===== src/rtl/awmc_actuator_drv.sv =====
// Washer actuator driver: turns wash-controller stage codes into dead-timed valve,
// pump and motor commands, with door-lock hold, end-of-cycle buzzer and sticky fault.
module awmc_actuator_drv #(
   parameter int DEAD_CYC  = 2,
   parameter int RUN_CYC   = 4,
   parameter int DWELL_CYC = 2,
   parameter int LOCK_HOLD = 3,
   parameter int BUZZ_CYC  = 5
) (
   input  logic       clk,
   input  logic       reset,
   input  logic [2:0] stage,
   input  logic       done,
   output logic       fill_valve,
   output logic       drain_pump,
   output logic       motor_en,
   output logic       motor_dir,
   output logic       motor_fast,
   output logic       door_lock,
   output logic       buzzer,
   output logic       fault
);

   localparam int MAX_A   = (DEAD_CYC > RUN_CYC) ? DEAD_CYC : RUN_CYC;
   localparam int MAX_B   = (DWELL_CYC > LOCK_HOLD) ? DWELL_CYC : LOCK_HOLD;
   localparam int MAX_C   = (MAX_A > MAX_B) ? MAX_A : MAX_B;
   localparam int MAX_ALL = (MAX_C > BUZZ_CYC) ? MAX_C : BUZZ_CYC;
   localparam int CW      = (MAX_ALL < 2) ? 1 : $clog2(MAX_ALL);

   localparam logic [CW-1:0] ZERO     = CW'(0);
   localparam logic [CW-1:0] ONE      = CW'(1);
   localparam logic [CW-1:0] DEAD_LD  = (DEAD_CYC  > 1) ? CW'(DEAD_CYC  - 1) : ZERO;
   localparam logic [CW-1:0] RUN_LD   = (RUN_CYC   > 1) ? CW'(RUN_CYC   - 1) : ZERO;
   localparam logic [CW-1:0] DWELL_LD = (DWELL_CYC > 1) ? CW'(DWELL_CYC - 1) : ZERO;
   localparam logic [CW-1:0] LOCK_LD  = (LOCK_HOLD > 1) ? CW'(LOCK_HOLD - 1) : ZERO;
   localparam logic [CW-1:0] BUZZ_LD  = (BUZZ_CYC  > 1) ? CW'(BUZZ_CYC  - 1) : ZERO;
   localparam logic          HOLD_EN  = (LOCK_HOLD > 0) ? 1'b1 : 1'b0;
   localparam logic          BUZZ_EN  = (BUZZ_CYC  > 0) ? 1'b1 : 1'b0;

   localparam logic [2:0] STG_FILL  = 3'b000;
   localparam logic [2:0] STG_WASH  = 3'b001;
   localparam logic [2:0] STG_RINSE = 3'b010;
   localparam logic [2:0] STG_DRAIN = 3'b011;
   localparam logic [2:0] STG_SPIN  = 3'b100;
   localparam logic [2:0] STG_IDLE  = 3'b111;

   typedef enum logic [1:0] {S_IDLE = 2'd0, S_DEAD = 2'd1, S_ACTIVE = 2'd2} state_t;
   typedef enum logic {SUB_RUN = 1'b0, SUB_DWELL = 1'b1} sub_t;

   state_t        r_state, w_state_nxt;
   sub_t          r_sub, w_sub_nxt;
   logic [CW-1:0] r_cnt, w_cnt_nxt;
   logic [CW-1:0] r_lock_cnt, w_lock_cnt_nxt;
   logic [CW-1:0] r_buzz_cnt, w_buzz_cnt_nxt;
   logic          r_dir, w_dir_nxt;
   logic          r_door, w_door_nxt;
   logic          r_buzz, w_buzz_nxt;
   logic          r_fault;
   logic [2:0]    r_stage_q;
   logic          r_done_q;
   logic          r_fill, r_drain, r_men, r_mdir, r_mfast;
   logic          w_fill_nxt, w_drain_nxt, w_men_nxt, w_mdir_nxt, w_mfast_nxt;

   logic w_change, w_invalid, w_active_code, w_block, w_agitate, w_rise;

   assign w_change      = (stage != r_stage_q);
   assign w_invalid     = (stage == 3'b101) || (stage == 3'b110);
   assign w_active_code = (stage <= STG_SPIN);
   assign w_block       = w_invalid || r_fault;
   assign w_agitate     = (stage == STG_WASH) || (stage == STG_RINSE);
   assign w_rise        = done & ~r_done_q;

   // Stage sequencing: dead time, agitation timing and door-lock release countdown
   always_comb begin
      w_state_nxt    = r_state;
      w_sub_nxt      = r_sub;
      w_cnt_nxt      = r_cnt;
      w_dir_nxt      = r_dir;
      w_door_nxt     = r_door;
      w_lock_cnt_nxt = r_lock_cnt;
      case (r_state)
         S_IDLE: begin
            if (!w_block && w_change && w_active_code) begin
               w_state_nxt    = S_DEAD;
               w_cnt_nxt      = DEAD_LD;
               w_door_nxt     = 1'b1;
               w_lock_cnt_nxt = ZERO;
            end else if (r_door && (r_lock_cnt != ZERO)) begin
               w_lock_cnt_nxt = r_lock_cnt - ONE;
            end else begin
               w_door_nxt     = 1'b0;
               w_lock_cnt_nxt = ZERO;
            end
         end
         S_DEAD, S_ACTIVE: begin
            if (w_block || (w_change && !w_active_code)) begin
               w_state_nxt    = S_IDLE;
               w_cnt_nxt      = ZERO;
               w_door_nxt     = HOLD_EN;
               w_lock_cnt_nxt = LOCK_LD;
            end else if (w_change) begin
               w_state_nxt = S_DEAD;
               w_cnt_nxt   = DEAD_LD;
               w_door_nxt  = 1'b1;
            end else if (r_state == S_DEAD) begin
               if (r_cnt == ZERO) begin
                  w_state_nxt = S_ACTIVE;
                  w_sub_nxt   = SUB_RUN;
                  w_cnt_nxt   = RUN_LD;
                  w_dir_nxt   = 1'b0;
               end else begin
                  w_cnt_nxt = r_cnt - ONE;
               end
            end else if (w_agitate) begin
               // direction flips only when a dwell ends, so a dwell keeps the old direction
               if (r_cnt != ZERO) begin
                  w_cnt_nxt = r_cnt - ONE;
               end else if (r_sub == SUB_RUN) begin
                  w_sub_nxt = SUB_DWELL;
                  w_cnt_nxt = DWELL_LD;
               end else begin
                  w_sub_nxt = SUB_RUN;
                  w_cnt_nxt = RUN_LD;
                  w_dir_nxt = ~r_dir;
               end
            end else begin
               w_cnt_nxt = r_cnt;
            end
         end
         default: begin
            w_state_nxt    = S_IDLE;
            w_cnt_nxt      = ZERO;
            w_door_nxt     = 1'b0;
            w_lock_cnt_nxt = ZERO;
         end
      endcase
   end

   // Actuator commands for the upcoming cycle, decoded from the next state
   always_comb begin
      w_fill_nxt  = 1'b0;
      w_drain_nxt = 1'b0;
      w_men_nxt   = 1'b0;
      w_mdir_nxt  = 1'b0;
      w_mfast_nxt = 1'b0;
      if (w_state_nxt == S_ACTIVE) begin
         case (stage)
            STG_FILL:  w_fill_nxt = 1'b1;
            STG_WASH, STG_RINSE: begin
               w_men_nxt  = (w_sub_nxt == SUB_RUN);
               w_mdir_nxt = w_dir_nxt;
            end
            STG_DRAIN: w_drain_nxt = 1'b1;
            STG_SPIN: begin
               w_drain_nxt = 1'b1;
               w_men_nxt   = 1'b1;
               w_mfast_nxt = 1'b1;
            end
            default: w_fill_nxt = 1'b0;
         endcase
      end else begin
         w_fill_nxt = 1'b0;
      end
   end

   // Buzzer pulse; a fresh done edge restarts the count
   always_comb begin
      if (w_rise) begin
         w_buzz_nxt     = BUZZ_EN;
         w_buzz_cnt_nxt = BUZZ_LD;
      end else if (r_buzz && (r_buzz_cnt != ZERO)) begin
         w_buzz_nxt     = 1'b1;
         w_buzz_cnt_nxt = r_buzz_cnt - ONE;
      end else begin
         w_buzz_nxt     = 1'b0;
         w_buzz_cnt_nxt = ZERO;
      end
   end

   // State and output registers
   always_ff @(posedge clk or posedge reset) begin
      if (reset) begin
         r_state    <= S_IDLE;
         r_sub      <= SUB_RUN;
         r_cnt      <= ZERO;
         r_lock_cnt <= ZERO;
         r_buzz_cnt <= ZERO;
         r_dir      <= 1'b0;
         r_door     <= 1'b0;
         r_buzz     <= 1'b0;
         r_fault    <= 1'b0;
         r_stage_q  <= STG_IDLE;
         r_done_q   <= 1'b0;
         r_fill     <= 1'b0;
         r_drain    <= 1'b0;
         r_men      <= 1'b0;
         r_mdir     <= 1'b0;
         r_mfast    <= 1'b0;
      end else begin
         r_state    <= w_state_nxt;
         r_sub      <= w_sub_nxt;
         r_cnt      <= w_cnt_nxt;
         r_lock_cnt <= w_lock_cnt_nxt;
         r_buzz_cnt <= w_buzz_cnt_nxt;
         r_dir      <= w_dir_nxt;
         r_door     <= w_door_nxt;
         r_buzz     <= w_buzz_nxt;
         r_fault    <= r_fault | w_invalid;
         r_stage_q  <= stage;
         r_done_q   <= done;
         r_fill     <= w_fill_nxt & ~w_drain_nxt & ~w_men_nxt;
         r_drain    <= w_drain_nxt;
         r_men      <= w_men_nxt;
         r_mdir     <= w_mdir_nxt;
         r_mfast    <= w_mfast_nxt;
      end
   end

   assign fill_valve = r_fill;
   assign drain_pump = r_drain;
   assign motor_en   = r_men;
   assign motor_dir  = r_mdir;
   assign motor_fast = r_mfast;
   assign door_lock  = r_door;
   assign buzzer     = r_buzz;
   assign fault      = r_fault;

endmodule


===== config.mk =====
export PLATFORM = sky130hd
export DESIGN_NAME = awmc_actuator_drv
export DESIGN_NICKNAME = d
export VERILOG_FILES = /design/src/rtl/awmc_actuator_drv.sv
export SDC_FILE = /design/constraint.sdc
export NUM_CORES = 1
export LEC_CHECK = 0
export CAP_MARGIN = 25
export CORE_MARGIN = 2
export CORE_UTILIZATION = 28
export DETAILED_ROUTE_END_ITERATION = 8
export PLACE_DENSITY_LB_ADDON = 0.25
export SLEW_MARGIN = 20
export SYNTH_ARGS = -nofsm -noshare
export SYNTH_HDL_FRONTEND = slang
export SYNTH_SLANG_ARGS = --single-unit

===== constraint.sdc =====
create_clock -name clk -period 3.6 [get_ports clk]
set_clock_uncertainty 0.1 [all_clocks]
set_input_delay 0.72 -clock clk [delete_from_list [all_inputs] [get_ports clk]]
set_output_delay 0.72 -clock clk [all_outputs]
set_load 0.01 [all_outputs]

Word level (Yosys, flattened, before mapping)
Index checks and enable logic that the tools add are counted.
{ "totals": {"ff_bits": 25, "input_bits": 6, "out_inout_bits": 8, "word_cells": 120} }
{ "op_classes": {"addsub": 3, "magnitude_cmp": 1, "n_eq_ne": 15, "muxes": 54, "bitwise_logic": 9, "reduce_logical": 22} }
{ "op_table": {"columns": ["op", "count"], "rows": [
  ["$mux W3", 12],
  ["$mux W1", 31],
  ["$mux W2", 6],
  ["$pmux W3 S2", 2],
  ["$eq A3 B3 Y1 const B", 3],
  ["$reduce_bool A3 Y1", 3],
  ["$sub A3 B1 Y3 const B", 3],
  ["$eq A3 B2 Y1 const B", 2],
  ["$logic_not A3 Y1", 2],
  ["$ne A3 B3 Y1 const B", 2],
  ["$reduce_or A2 Y1", 3],
  ["$logic_and A1 B1 Y1", 5],
  ["$ne A5 B5 Y1 const B", 1],
  ["$not A1 Y1", 5],
  ["$eq A2 B2 Y1 const B", 2],
  ["$logic_or A1 B1 Y1", 4],
  ["$ne A2 B2 Y1 const B", 2],
  ["$pmux W1 S2", 2],
  ["$pmux W2 S2", 1],
  ["$reduce_and A2 Y1", 2],
  ["$and A1 B1 Y1", 3],
  ["$eq A3 B1 Y1 const B", 1],
  ["$le A3 B3 Y1 const B", 1],
  ["$ne A3 B3 Y1", 1],
  ["4 further kinds", 5]
]} }

Longest topological paths before layout
Gate-level depths: netlist (run 1).
{ "depth": {"word_depth": 13, "depth_mapped": 9, "mapped_depth_nobuf": 8} }

Worst setup path after synthesis (run 1)
Ideal clock, no wire load.
{ "synth_timing": {"path_type": "input to register", "from": "input stage[0]", "to": "register r_mdir (netlist: motor_dir)", "setup_time_ps": 95, "arrival_time_ps": 2174, "t_required_ps": 3405, "slack_ps": 1231, "cell_stages": 6, "n_path_buf": 1, "cell_sequence": "buf_6 > xor2_4 > a211o_1 > or3_1 > a31o_4 > nor4_4"} }
{ "synth_between": {"elab_chain_len": 10, "word_cells_on_any_way": 28, "cone_classes": "order compare: 1; eq/ne: 6; mux: 11; reduce/logical: 10"} }
{ "synth_rtl": {"columns": ["item", "line_no", "text"], "rows": [
  ["from (decl)", "12", "input logic [2:0] stage,"],
  ["parallel branches: the longest is 9 deep, another holds $le A3 B3 Y1", null, null],
  ["$mux W1 (*)", "146", "if (w_state_nxt == S_ACTIVE) begin"],
  ["via w_mdir_nxt", "62", "logic w_fill_nxt, w_drain_nxt, w_men_nxt, w_mdir_nxt, w_mfast_nxt;"],
  ["to (signal assigned)", "214", "r_mdir <= w_mdir_nxt;"],
  ["to (decl)", "61", "logic r_fill, r_drain, r_men, r_mdir, r_mfast;"]
]} }
Mark *: on every way through the listed nets, which the timed path passes.
A chain may end at the register's enable or synchronous reset.

Worst setup path in the final report (run 1)
Ends and elaborated chain as after synthesis.

==> summary.txt, run 1 <==
CTS
  • Cts hold-fix bufs: 0
  • H-tree level count: 1
  • CTS Buf Count: 3
  • Clock sink total: 25
  • Clk root buf: clkbuf_8
  • Resized Gates After CTS: 0
  • Worst-Skew Late Latency: 0.27 ns
  • Postcts setup bufs: 0
  • Max Buffers Root-to-Sink: 2
  • Clk slew on worst S/H paths: 0.09 ns
  • CTS tree: yes

Final layout
  • Area growth syn-to-layout: 16.6%
  • N_diodes: 0
  • Final nets: 181
  • Layout cell share with drive strength beyond 1: 12.2%
  • Finished Layout Cells: 234

Timing
  • RSZ-0062 raised after global routing: no
  • Setup TNS: 0 ns
  • Final Slew Violations: 0
  • Final setup fails: 0
  • Hold slack: 0.331 ns
  • Final min period: 2.79 ns
  • Measured slew at the worst slew-check pin: 0.436 ns
  • Fin crit share: 77.6%
  • Hold Violations, Final: 0
  • Slew headroom: 70.9%
  • Max Fclk: 358 MHz

Global routing
  • Largest net degree at the start of global routing: 26
  • Tot GR Track Use: 11.8%
  • Vias in the first global route: 1,187
  • GRT overflow: 0
  • First-pass GRT wire length: 5.81 mm
  • Initial antenna violation count: 0

Critical path
  • Req. time, crit path: 3.68 ns
  • CP Launch Type: input port
  • Crit path kind: input port to flip-flop
  • Critical path peak fanout: 10
  • Worst r2r path cells: 7
  • FF-to-FF End: motor_dir$_DFF_PP0_
  • Arr. time, crit path: 2.88 ns
  • FF-to-FF setup slack: 1.19 ns
  • Crit. End Element: flip-flop
  • RR Startpoint: r_state[1]$_DFF_PP0_

Yosys
  • Net Count, Synth: 167
  • EDFF count, synth: 0
  • Most used DFF post-synth: dfrtp_1
  • Top-count cell post-synth: dfrtp_1
  • Yosys top cell area share: 36.0%
  • Flop and latch count out of synthesis: 25
  • Synth unique cells: 52
  • Mean Syn Cell Area: 10.1 sq um
  • Synth area leaders: dfrtp_1, ha_1, dfstp_2
  • Synth warnings: 0
  • Asr flop ratio synth: 100%
  • Register area share after synthesis: 41.2%
  • Synth top cells by count: dfrtp_1, inv_1, ha_1
  • Leading area contributor after synthesis: dfrtp_1
  • Mapped Area: 1530 sq um
  • Gate Count Post-Synth: 151

Detailed routing
  • Drt via density: 5.03
  • Final wirelength: 3.25 mm
  • DRC viols: 0
  • DRT iter0 DRCs: 35
  • Routed WL per cell: 13.9 um
  • Routed via count: 1,176
  • Detailed Routing Iterations Pass 1: 4
  • Antenna Nets Post-Route: 0

Die
  • Die X: 77.9 um
  • Full die area: 6060 sq um
  • Die height: 77.9 um
  • Row count: 26
  • Top Ports: 14
  • Core Region: 5170 sq um
  • Initial Util: 29.5%

Hold path
  • Worst hold path depth: 1
  • Hold Path End: r_buzz_cnt[0]$_DFF_PP0_
  • Hold Path Class: flip-flop to flip-flop
  • HP Start: r_buzz_cnt[0]$_DFF_PP0_

Power and ir drop
  • Leakage power: 0.000734 uW
  • Peak supply drop: 0.000242 V
  • Pwr dens: 518 nW/um^2

Place
  • HPWL Detailed: 2.43 mm
  • Routability Congestion: 0.834
  • Port bufs: 13
  • Placed Cells: 229

Outcome
  • Status: completed

Job
  • Max-cap violations: 0
-- through the flow --
| step | utilization, % | power, uW | setup WS (ns) | cell area (sq um) |
|---|---|---|---|---|
| final | 34.4 | 923 | 0.805 | 1780 |
| after global routing | 34.4 | 1010 | 0.572 | 1780 |
| after global placement | 33.0 | 745 | 0.598 | 1710 |
| after detailed placement | 33.0 | 759 | 0.496 | 1710 |
| after CTS | 33.9 | 935 | 0.785 | 1750 |
| after floorplan | - | 658 | 1.23 | 1530 |
-- layout make-up --
cell class                 count  area [sq um]
inverter                      17          63.8
timing repair buffer          15           165
sequential                    25           629
tap                           70          87.6
multi-input combinational    103           790
clock inverter                 1          5.00
fill                         524          3390
clock buffer                   3          41.3
-- routing by layer --
metal | track usage, % | up-vias | wire, um
met4 | 2.86 | 0 | 19
met1 | 15.1 | 577 | 1490
met2 | 20.0 | 21 | 1620
met3 | 2.91 | 2 | 119
li1 | - | 576 | -
met5 | 0 | - | 0
-- registers in the layout (all words and copies together), names as in the netlist, 2 cells and up --
| signal | count |
|---|---|
| r_state | 2 |
| r_stage_q | 3 |
| r_buzz_cnt | 3 |
| r_cnt | 3 |
| r_lock_cnt | 3 |
-- power breakdown --
group          internal [uW]  switching [uW]  leakage, uW
combinational            170             235     0.000391
clock                   77.5            88.7    0.0000255
sequential               322            29.0     0.000318
total                    570             353     0.000734
-- critical path: stages --
cell and delay, ns:
clkdlybuf4s50_1 0.62, xnor2_1 0.36, nand3_2 0.24, or3_1 0.44, a31o_4 0.27, nor4_4 0.23
-- cell usage in the layout, fill, tap and decap left out, types with 2 or more instances in the layout --
cell and n:
o21ai_0 6, nor4_1 2, a21o_1 2, a211oi_1 2, xnor2_1 3, dfstp_2 3
nor3b_1 2, dfrtp_1 22, clkbuf_8 3, nand3_1 8, o22ai_1 3, mux2i_1 2
inv_1 16, nand2b_1 4, clkdlybuf4s50_1 13, nand2_1 8, a21oi_1 4, ha_1 10
nor2_1 7, nor3_1 7, o211ai_1 2
-- worst max path at each step --
stage / start / end / slack (ns) / cells past startpoint
after floorplan: stage[0] / motor_dir$_DFF_PP0_ / 1.23 / 6
after global placement: stage[0] / motor_dir$_DFF_PP0_ / 0.60 / 6
after detailed placement: stage[0] / motor_dir$_DFF_PP0_ / 0.50 / 6
after CTS: stage[0] / motor_dir$_DFF_PP0_ / 0.79 / 6
after global routing: stage[1] / r_lock_cnt[0]$_DFFE_PP0P_ / 0.57 / 7
final: stage[0] / motor_dir$_DFF_PP0_ / 0.81 / 6
-- kinds of logic after synthesis --
| group | synth area share (%) |
|---|---|
| compound gates | 21.0 |
| xor+xnor | 3.52 |
| fa+ha+maj | 8.19 |
| buf+inv | 7.13 |
| flops | 41.2 |
| mux | 1.31 |
| simple gates | 17.6 |
(Power assumes the default switching activity.)
==> inputs of run 2 (changes only) <==
- clock period: 3.6 -> 2.8 ns (I/O delays scaled with it)
==> summary.txt, run 2 (synthesis gave the netlist of run 1 again) <==
CTS
  • Max Buffers Root-to-Sink: 2 (unchanged)
  • Clock sink total: 25 (unchanged)
  • Resized Gates After CTS: 0 (unchanged)
  • H-tree level count: 1 (unchanged)
  • Worst-Skew Late Latency: 0.28 ns (was 0.27 ns)
  • CTS Buf Count: 3 (unchanged)
  • Cts hold-fix bufs: 0 (unchanged)
  • Clk root buf: clkbuf_8 (unchanged)
  • Postcts setup bufs: 0 (unchanged)
  • CTS tree: yes (unchanged)
  • Clk slew on worst S/H paths: 0.09 ns (about the same)

Timing
  • Final setup margin: 0.159 ns (was 0.805 ns)
  • RSZ-0062 raised after global routing: no (unchanged)
  • Hold Violations, Final: 0 (unchanged)
  • Final setup fails: 0 (unchanged)
  • Final Slew Violations: 0 (unchanged)
  • Fin crit share: 94.3%
  • Max Fclk: 379 MHz
  • Measured slew at the worst slew-check pin: 0.483 ns (was 0.436 ns)
  • Final min period: 2.64 ns
  • Slew headroom: 67.7% (was 70.9%)

Place
  • Routability Congestion: 0.820 (was 0.834)
  • HPWL Detailed: 2.40 mm (was 2.43 mm)
  • Placed Cells: 237 (was 229)
  • DP Worst Slack: -0.116 ns (was 0.496 ns)
  • Port bufs: 13 (unchanged)
  • Placed cell area: 1770 sq um (was 1710 sq um)

Outcome
  • Status: completed (unchanged)

Die
  • Row count: 26 (unchanged)
  • Die height: 77.9 um (unchanged)
  • Top Ports: 14 (unchanged)
  • Core Region: 5170 sq um (unchanged)
  • Initial Util: 29.5% (unchanged)
  • Die X: 77.9 um (unchanged)
  • Full die area: 6060 sq um (unchanged)

Critical path
  • CP cell instances: clkdlybuf4s50_1 > xor2_4 > buf_4 > a211oi_2 > nand2_1 > o311a_1 > nor4_4 (was clkdlybuf4s50_1 > xnor2_1 > nand3_2 > or3_1 > a31o_4 > nor4_4)
  • Critical path peak fanout: 6 (was 10)
  • CP max stage cell: clkdlybuf4s50_1 (unchanged)
  • CP top delay family: compound AO/OA/AOI/OAI gates (was simple AND/OR/NAND/NOR gates)
  • Crit path kind: input port to flip-flop (unchanged)
  • RR Startpoint: r_state[1]$_DFF_PP0_ (unchanged)
  • Crit. End Element: flip-flop (unchanged)
  • Worst r2r path cells: 7 (unchanged)
  • Arr. time, crit path: 2.73 ns (was 2.88 ns)
  • FF-to-FF setup slack: 0.43 ns (was 1.19 ns)
  • CP bufs+invs: 2 (was 1)
  • CP Launch Type: input port (unchanged)
  • Req. time, crit path: 2.89 ns (was 3.68 ns)
  • Worst stage delay on the critical path: 0.57 ns (was 0.62 ns)
  • FF-to-FF End: motor_dir$_DFF_PP0_ (unchanged)

Power and ir drop
  • Peak supply drop: 0.000429 V (was 0.000242 V)
  • Pwr dens: 660 nW/um^2 (was 518 nW/um^2)
  • Total Power: 1200 uW (was 923 uW)
  • Leakage power: 0.000763 uW (was 0.000734 uW)

Final layout
  • Finished Layout Cells: 241 (was 234)
  • Layout cell share with drive strength beyond 1: 15.8% (was 12.2%)
  • Area growth syn-to-layout: 18.8% (was 16.6%)
  • Fin util: 35.1% (was 34.4%)
  • # fillers: 528 (was 524)
  • N_diodes: 0 (unchanged)
  • FF/Latch Area: 629 sq um (unchanged)
  • Design Area, Final: 1810 sq um (was 1780 sq um)
  • Commonest non-fill, non-tap cell in the layout: dfrtp_1 (unchanged)
  • Final nets: 188 (was 181)
  • Most frequent cells in the layout: dfrtp_1, inv_1, clkdlybuf4s50_1, ha_1, buf_4 (was dfrtp_1, inv_1, clkdlybuf4s50_1, ha_1)
  • Multi-input logic area: 790 sq um (unchanged)

Global routing
  • Largest net degree at the start of global routing: 26 (unchanged)
  • Initial antenna violation count: 0 (unchanged)
  • First-pass GRT wire length: 5.64 mm (was 5.81 mm)
  • Tot GR Track Use: 11.7% (was 11.8%)
  • GRT overflow: 0 (unchanged)
  • Vias in the first global route: 1,216 (was 1,187)

Hold path
  • HP Start: r_buzz_cnt[0]$_DFF_PP0_ (unchanged)
  • Hold Path Class: flip-flop to flip-flop (unchanged)
  • Hold Path End: r_buzz_cnt[0]$_DFF_PP0_ (unchanged)
  • Worst hold path depth: 1 (unchanged)

Detailed routing
  • Drt via density: 5.04 (was 5.03)
  • DRT iter0 DRCs: 53 (was 35)
  • Final wirelength: 3.24 mm (was 3.25 mm)
  • Antenna Nets Post-Route: 0 (unchanged)
  • Routed via count: 1,215 (was 1,176)
  • Routed WL per cell: 13.4 um (was 13.9 um)
  • DRC viols: 0 (unchanged)
  • Detailed Routing Iterations Pass 1: 4 (unchanged)

Job
  • Max-cap violations: 0 (unchanged)
run 2: changes by cell type in the layout (fill, tap and decap cells not counted), sizes merged:
cell,change
inv,+1
clkinv,-1
buf,+7
run 2: final cells by class:
class                      instances  share of cell area (%)
multi-input combinational        103                    43.5
timing repair buffer              22                    10.9
inverter                          17                    3.52
sequential                        25                    34.7
clock buffer                       3                    2.28
clock inverter                     1                   0.276
tap                               70                    4.83
run 2: worst max path at each step:
| stage | start | endpoint | slack [ns] | depth (start not counted) |
|---|---|---|---|---|
| floorplan | stage[0] | motor_dir$_DFF_PP0_ | 0.59 | 6 |
| global placement | stage[0] | motor_dir$_DFF_PP0_ | -0.07 | 7 |
| detailed placement | stage[0] | motor_dir$_DFF_PP0_ | -0.12 | 7 |
| CTS | stage[0] | motor_dir$_DFF_PP0_ | 0.17 | 7 |
| global route | stage[0] | motor_dir$_DFF_PP0_ | 0.02 | 7 |
| finish | stage[0] | motor_dir$_DFF_PP0_ | 0.16 | 7 |
run 2: worst reg2reg max path, cell delays in order (launching register included):
cell      delay, ns
dfrtp_1        0.41
inv_1          0.08
ha_1           0.38
inv_1          0.18
a211oi_2       0.43
nand2_1        0.18
o311a_1        0.40
nor4_4         0.13
run 2: power breakdown:
group	internal [uW]	switching (uW)	total, uW
Clock	99.9	121	220
Sequential	414	33.2	448
Combinational	223	306	529
run 2: per-stage QoR:
step | hold slack [ns] | TNS, ns
3_5_place_dp | 0.319 | -0.167
6_report | 0.325 | 0
3_3_place_gp | 0.317 | -0.0723
2_1_floorplan | 0.303 | 0
5_1_grt | 0.362 | 0
4_1_cts | 0.332 | 0
run 2: per-layer routing:
layer  GRT usage [%]  vias up  share of wire [%]  wire [um]
li1                -      587                  -          -
met1            14.4      596                 46       1480
met2            19.1       24                 48       1570
met3            2.91        8                3.5        112
met4            5.54        0                2.4         78
met5               0        -                  0          0
==> RTL change, RTL diff (config.mk and constraints of run 1) <==
Reset style: synchronous (`reset`), changed in one clocked block.
--- a/src/rtl/awmc_actuator_drv.sv
+++ b/src/rtl/awmc_actuator_drv.sv
@@ -178,7 +178,7 @@
    end
 
    // State and output registers
-   always_ff @(posedge clk or posedge reset) begin
+   always_ff @(posedge clk) begin
       if (reset) begin
          r_state    <= S_IDLE;
          r_sub      <= SUB_RUN;
Function: differs if reset is asserted again (counterexample within 4 cycles, from zero or initial values and one cycle with reset high); with reset held inactive, the same outputs for 10 cycles.
==> RTL change against run 1 <==
Critical endpoint is now r_lock_cnt[0]. Worst setup slack got worse by 41 ps. Non-clock buffer count decreased by 1. Via count decreased by 2.1%. Synthesized cell count increased by 2.6%. Fmax decreased by 1.4%. Sequential share of layout area decreased by 5.5 points. Synthesized area decreased by 5.3%. Worst hold slack got worse by 16 ps. Cell area decreased by 6.0%. Sequential cell count unchanged. Wire length decreased by 10%.
Power is not compared: it rests on default switching activity, and its combinational part moved more than twofold at a synthesized area within 25%.
==> RTL change: results (changes against run 1) <==
status: "finished, final reports clean"  # unchanged
clk-insertion-delay-late_ps: 260
hp-class: "reg -> reg"  # unchanged
cts.repair.resized: 0  # unchanged
max_stage_delay_ps: 680  # was 620 ps
hpwl_mm: 2.273  # was 2.435 mm
grt_pass1_wl_mm: 5.257  # was 5.809 mm
synth_cells: 155  # was 151
synth_nets: 171  # was 167
grtUsageMet2: 0.1983  # was 0.2000
yosys.cell_types.count: 48  # was 52
worst-slew-pin-transition_ps: 673.0  # was 435.7 ps
synth_common_cells: "dfxtp_1, inv_1, a21oi_1"  # was dfrtp_1, inv_1, ha_1
use_met1: 0.1497  # was 0.1509
cts_made_buffers: 3  # unchanged
antenna_found_initial: 0  # unchanged
dp_cells: 234  # was 229
via_per_inst: 4.836  # was 5.026
fill_cells: 515  # was 524
io_buffers: 13  # unchanged
grt_pass1_vias: 1157  # was 1,187
gp_congestion: 0.8374  # was 0.8341
drt_pass1_iterations: 4  # unchanged
fin_cells: 238  # was 234
grtUsageMet3: 0.03175  # was 0.02907
yosysWarnings: 0  # unchanged
grt_max_degree: 17  # was 26
grtUsageTotal: 0.1180  # was 0.1183
nets: 185  # was 181
drive_gt1_frac: 0.1190  # was 0.1220
first_iter_violations: 42  # was 35
post-cts-setup-buffer-count: 0  # unchanged
pre_cts_slack_ps: 499.5  # was 495.7 ps
cts_buffer_depth: 2  # unchanged
drt_wl_total_mm: 2.922  # was 3.252 mm
yosys-top-cells-area: "dfxtp_1, ha_1, xnor2_4"  # was dfrtp_1, ha_1, dfstp_2
synth-seq-area-share: 0.3460  # was 0.4120
ys_async_sr_fraction: 0  # was 1.000
[RTL change: changes by cell type in the layout (fill, tap and decap cells not counted), sizes merged, moves of 4 or more]
cell and delta:
dfxtp +25, a21oi +11, nor3 -6, nand3 -5
or2 +4, dfrtp -22
[RTL change: kinds of logic (layout without fill, tap and decap cells)]
group,count (synthesis),in the layout,share of synthesized area
AO/OA/AOI/OAI,44,44,0.2258
adder cells (fa/ha/maj),10,10,0.08651
AND/OR/NAND/NOR,50,50,0.1972
flip-flops,25,25,0.3460
buffers and inverters,21,34,0.07007
XOR/XNOR,5,5,0.07440
[RTL change: layout make-up]
cell class	instances	share of cell area
inverters	16	0.03585
multi-input cells	109	0.5041
clock buffers	4	0.02689
well taps	70	0.05228
flip-flops and latches	25	0.2987
repair buffers	14	0.08215
[RTL change: worst register-to-register path, cell delays in order (launching register included)]
cell and delay (ps):
dfxtp_1 390, inv_1 100, ha_1 360, nor2b_1 310, nand4_1 200, o32ai_1 610
a21oi_1 90, o32ai_1 220
[RTL change: metal layers]
metal | wire length (um) | vias up
met3 | 118 | 4
met4 | 28 | 0
met2 | 1403 | 21
met1 | 1372 | 541
met5 | 0 | -
li1 | - | 585
[RTL change: final timing paths]
| check | startpoint | slack [ps] | end |
|---|---|---|---|
| worst max-delay path | stage[2] | 760 | r_lock_cnt[0] |
| worst min-delay path | r_buzz_cnt[0] | 310 | r_buzz_cnt[0] |
| worst max register to register | r_state[1] | 1130 | r_cnt[2] |
| worst min register to register | r_buzz_cnt[0] | 310 | r_buzz_cnt[0] |
[RTL change: where the power goes]
| part | switching, mW | total, mW | internal, mW |
|---|---|---|---|
| Sequential | 0.0108 | 0.299 | 0.288 |
| Combinational | 0.0768 | 0.137 | 0.0604 |
| Clock | 0.0846 | 0.164 | 0.0790 |
[RTL change: metrics by stage]
| stage | util | cell area (um^2) |
|---|---|---|
| after global placement | 0.3233 | 1630 |
| final | 0.3323 | 1675 |
| after CTS | 0.3323 | 1675 |
| after detailed placement | 0.3233 | 1630 |
| after global routing | 0.3323 | 1675 |
| after floorplan | - | 1446 |
